### src/rtl/ntwrk_prod.sv
// Final stage of the circuit-size datapath: multiplies the captured network sizes
// with a bit-serial shift-add multiplier and offers the product on a valid/ready port.
module ntwrk_prod #(
    parameter  int NUM_POINTS = 1000,
    parameter  int NUM_NTWRKS = 3,
    localparam int SZ_W       = $clog2(NUM_POINTS/2),
    localparam int PROD_W     = NUM_NTWRKS*SZ_W
) (
    input  logic              clk,
    input  logic              rst_n,
    input  logic [SZ_W-1:0]   ntwrk_sz [NUM_NTWRKS],
    input  logic              ntwrk_sz_vld,
    output logic              busy,
    output logic              overrun,
    output logic [PROD_W-1:0] prod,
    output logic              prod_vld,
    input  logic              prod_rdy
);
    localparam int K_W  = $clog2(NUM_NTWRKS+1);
    localparam int BC_W = $clog2(SZ_W+1);

    typedef enum logic [1:0] {S_IDLE, S_MUL, S_DONE} state_t;

    state_t            r_state;
    logic [SZ_W-1:0]   r_op [NUM_NTWRKS];
    logic [PROD_W-1:0] r_acc;
    logic [PROD_W-1:0] r_mcand;
    logic [SZ_W-1:0]   r_mplier;
    logic [PROD_W-1:0] r_partial;
    logic [BC_W-1:0]   r_bcnt;
    logic [K_W-1:0]    r_k;
    logic [PROD_W-1:0] r_prod;
    logic              r_prod_vld;
    logic              r_overrun;

    logic [SZ_W-1:0]   w_sz1;
    logic [SZ_W-1:0]   w_nxt_op;
    logic [PROD_W-1:0] w_psum;
    logic              w_last_bit;

    // Index selects written as loops so NUM_NTWRKS==1 never forms an out-of-range index
    always_comb begin
        w_sz1    = '0;
        w_nxt_op = '0;
        for (int i = 0; i < NUM_NTWRKS; i++) begin
            if (i == 1)              w_sz1    = ntwrk_sz[i];
            if (i == int'(r_k) + 1)  w_nxt_op = r_op[i];
        end
    end

    assign w_psum     = r_partial + (r_mplier[0] ? r_mcand : '0);
    assign w_last_bit = (r_bcnt == BC_W'(SZ_W-1));

    always_ff @(posedge clk or negedge rst_n) begin
        if (!rst_n) begin
            r_state    <= S_IDLE;
            for (int i = 0; i < NUM_NTWRKS; i++) r_op[i] <= '0;
            r_acc      <= '0;
            r_mcand    <= '0;
            r_mplier   <= '0;
            r_partial  <= '0;
            r_bcnt     <= '0;
            r_k        <= '0;
            r_prod     <= '0;
            r_prod_vld <= 1'b0;
            r_overrun  <= 1'b0;
        end else begin
            if (ntwrk_sz_vld && r_state != S_IDLE) r_overrun <= 1'b1;
            case (r_state)
                S_IDLE: begin
                    if (ntwrk_sz_vld) begin
                        for (int i = 0; i < NUM_NTWRKS; i++) r_op[i] <= ntwrk_sz[i];
                        r_acc <= PROD_W'(ntwrk_sz[0]);
                        r_k   <= K_W'(1);
                        if (NUM_NTWRKS == 1) begin
                            r_prod     <= PROD_W'(ntwrk_sz[0]);
                            r_prod_vld <= 1'b1;
                            r_state    <= S_DONE;
                        end else begin
                            r_mcand   <= PROD_W'(ntwrk_sz[0]);
                            r_mplier  <= w_sz1;
                            r_partial <= '0;
                            r_bcnt    <= '0;
                            r_state   <= S_MUL;
                        end
                    end
                end
                S_MUL: begin
                    // All operands consumed: one extra cycle to publish acc
                    if (r_k == K_W'(NUM_NTWRKS)) begin
                        r_prod     <= r_acc;
                        r_prod_vld <= 1'b1;
                        r_state    <= S_DONE;
                    end else if (w_last_bit) begin
                        r_acc     <= w_psum;
                        r_k       <= r_k + K_W'(1);
                        r_mcand   <= w_psum;
                        r_mplier  <= w_nxt_op;
                        r_partial <= '0;
                        r_bcnt    <= '0;
                    end else begin
                        r_partial <= w_psum;
                        r_mcand   <= r_mcand << 1;
                        r_mplier  <= r_mplier >> 1;
                        r_bcnt    <= r_bcnt + BC_W'(1);
                    end
                end
                S_DONE: begin
                    if (r_prod_vld && prod_rdy) begin
                        r_prod_vld <= 1'b0;
                        r_state    <= S_IDLE;
                    end
                end
                default: r_state <= S_IDLE;
            endcase
        end
    end

    assign busy     = (r_state != S_IDLE);
    assign overrun  = r_overrun;
    assign prod     = r_prod;
    assign prod_vld = r_prod_vld;
endmodule

### config.mk
export PLATFORM = sky130hd
export DESIGN_NAME = ntwrk_prod
export DESIGN_NICKNAME = d
export VERILOG_FILES = /design/src/rtl/ntwrk_prod.sv
export SDC_FILE = /design/constraint.sdc
export NUM_CORES = 1
export LEC_CHECK = 0
export CAP_MARGIN = 10
export CELL_PAD_IN_SITES_DETAIL_PLACEMENT = 0
export CELL_PAD_IN_SITES_GLOBAL_PLACEMENT = 1
export CORE_MARGIN = 1
export CORE_UTILIZATION = 46
export DETAILED_ROUTE_END_ITERATION = 12
export PLACE_DENSITY = 0.81
export SYNTH_ARGS = -nofsm -noshare
export SYNTH_HDL_FRONTEND = slang
export SYNTH_SLANG_ARGS = --single-unit
export TNS_END_PERCENT = 20
### constraint.sdc
create_clock -name clk -period 3.29 [get_ports clk]
set_input_delay 0.4935 -clock clk [delete_from_list [all_inputs] [get_ports clk]]
set_output_delay 0.4935 -clock clk [all_outputs]
set_load 0.01 [all_outputs]
==> impl_results.md <==
- Dpl hpwl: 14200 um
- Root buffer cell: clkbuf_16
- Setup TNS: 0 ns
- Detail Route Antenna Nets: 0
- Final WL: 20100 um
- Syn avg cell area: 10.2 um^2
- Hold WS: 0.0516 ns
- Commonest cells in the netlist: 154 x dfrtp_1, 112 x nand2_1, 69 x o21ai_0, 54 x mux2_2, 47 x a21oi_1
- Final Instance Area: 0.00930 mm^2
- CP delay by family, top: compound AO/OA/AOI/OAI gates
- Hold Violations, Final: 0
- Layout area overhead: 19.1%
- Die height: 132 um
- Period utilization: 92.9%
- Fmax achieved: 0.327 GHz
- Crit path kind: flip-flop to flip-flop
- # hold bufs at CTS: 0
- Worst vdd ir: 0.369 mV
- Global Route Usage Sum: 24.2%
- Mapped Nets: 829
- Die area: 0.0175 mm^2
- Area leader, netlist: dfrtp_1
- Die W: 132 um
- Initial Util: 47.1%
- Clk pin slew, worst setup/hold paths: 0.07 ns
- Share of cells above drive strength 1: 15.0%
- Top-area cell type share of the netlist area: 49.4%
- Worst slew pin tran: 0.786 ns
- Critical path launch point type: flip-flop
- Drt drc: 0
- Setup crit end kind: flip-flop
- Slew HR: 47.4%
- Clock Tree Buf Depth: 2
- Fin crit period: 3.06 ns
- Layout Nets: 893
- H-tree levels: 4
- GRT met2 Usage: 35.2%
- Async set-reset flop share out of synthesis: 100%
- DR vias: 6195
- Crit-path most repeated cell: o21ai_1
- GRT met1 Usage: 36.6%
- Power Total: 3920 uW
- First-pass DRT Iterations: 5
- Final setup violating endpoints: 0
- Initial drt markers: 497
- Finished Layout Cells: 1062
- Final RePlAce weighted congestion: 0.890
- TritonCTS Sinks: 154
- Crit-path slowest cell: dfrtp_1
- Vias in the first global route: 6040
- Fillers: 1417
- Total grt overflow: 0
- Critical Path RT: 3.59 ns
- Worst min path class: input port to asynchronous set/reset pin
- Synth unique cells: 54
- Row cnt: 47
- Post-synth EDFFs: 0
- Cell Pwr Density: 422 mW/mm^2
- Synth area leaders: dfrtp_1 49%, mux2_2 7.8%, nand2_1 5.4%
- Dpl cells: 1030
- Top_reg_cell synth: dfrtp_1
- RSZ-0062 raised after global routing: false
- Max-slew violation count: 0
- Max_cap viols: 0
- Met3 Use GR: 5.04%
- Clk_lat worst skew: 0.43 ns
- Gate count of the mapped netlist: 765
- Pin count of the biggest net entering global routing: 83
- Top-count cell post-synth: dfrtp_1
- Crit path cell chain: and2_1, ha_1, fa_1, a211oi_1, o21ai_1, a211oi_1, o21ai_1, a311oi_1, xnor2_1, o21ai_1
- Sequential element share of the synthesized area: 49.4%
- Global-route wire length before repair: 32900 um
- Wire per inst: 19.0 um
- Critical Path Max Stage Delay: 0.47 ns
- Synthesized cell area: 0.00781 mm^2
- Status: completed
- Port-buffer cells: 60
- Most Used Layer, Global Route: met1
- CP max FO: 9
- Final Skew: 0.00818 ns
- Mean number of vias per cell: 5.83
- CTS tree: built
- Flops & latches, synth: 154
- Yosys warnings: 0
- Ports: 61
- CTS buffer count: 17
- Leakage: 0.00427 uW
- Core box area: 0.0166 mm^2
- Dpl cell area: 0.00873 mm^2
- Ant diodes: 0
- Initial antenna violation count: 0
- Critical path buffer and inverter count: 0
- Worst EP arrival: 3.36 ns
==> per-layer routing <==
| layer | routed length (um) | up-vias |
|---|---|---|
| li1 | - | 2866 |
| met1 | 9840 | 3099 |
| met2 | 8810 | 210 |
| met3 | 1270 | 20 |
| met4 | 226 | 0 |
| met5 | 0 | - |
==> power by group <==
group	internal [uW]	switching, uW
sequential	1910	9.55
clock	1070	809
combinational	57.2	65.9
==> placed cells by master, fill, tap and decap left out, types with 3 or more instances in the layout <==
master,n
mux2i_1,5
a222oi_1,3
xor2_1,13
a22oi_1,24
o21ai_1,15
o21a_1,4
clkdlybuf4s50_1,59
nand2_1,111
a221oi_1,6
a22o_1,21
a211o_1,3
a21oi_1,47
nor2b_1,3
o211ai_1,11
a211oi_1,4
and3_1,3
mux2_2,54
xnor2_1,9
inv_6,4
nand3_1,6
o22ai_1,3
buf_4,18
dfrtp_1,154
nor2_1,40
clkinvlp_4,4
clkbuf_16,17
nand2b_1,4
ha_1,32
and2_1,27
a31oi_1,4
inv_1,15
a21o_1,5
o21ai_0,69
==> logic make-up (layout without fill, tap and decap cells) <==
kind of cell / count (synthesis) / count (layout) / share of synthesized area (%)
fa+ha+maj: 33 / 33 / 5.38
mux: 59 / 59 / 8.43
xor+xnor: 24 / 24 / 2.88
flops: 154 / 154 / 49.4
buf+inv: 51 / 128 / 2.52
compound gates: 237 / 237 / 19.8
simple gates: 207 / 207 / 11.7
==> sequential cells by signal, summed over array words and instances (netlist names) <==
signal,cells
prod,27
r_acc,27
r_mcand,27
r_op,27
r_partial,27
r_mplier,9
r_bcnt,4
r_k,2
r_state,2
overrun,1
prod_vld,1
==> worst paths after layout <==
check	slack (ns)	to	start	depth (start not counted)
max in group asynchronous	2.50	r_partial[19]	rst_n	2
min in group clk	0.47	overrun	overrun	1
setup / recovery	0.23	r_acc[26]	r_mplier[0]	10
hold reg to reg	0.47	overrun	overrun	1
hold / removal	0.05	prod[24]	rst_n	1
setup reg to reg	0.23	r_acc[26]	r_mplier[0]	10
==> stage by stage <==
stage / util [%] / setup WS (ns)
after floorplan: - / 0.685
after global placement: 52.7 / 0.335
after detailed placement: 52.7 / 0.229
after CTS: 56.0 / 0.200
after global routing: 56.1 / 0.0680
final: 56.1 / 0.235
==> layout make-up <==
cell class / instances / area, um^2 / area share (%)
Clock buffer: 20 / 447 / 4.80
Clock inverter: 12 / 114 / 1.22
Inverter: 16 / 60.1 / 0.646
Multi-Input combinational cell: 560 / 3770 / 40.6
Sequential cell: 154 / 3850 / 41.4
Tap cell: 220 / 275 / 2.96
Timing Repair Buffer: 80 / 777 / 8.36
==> what timing repair did <==
action / CTS / global route
resized for setup: 0 / 1
buffers inserted: 0 / 0
setup endpoints to repair: 0 / 5
Note: power is estimated with default switching activity, not from simulation.
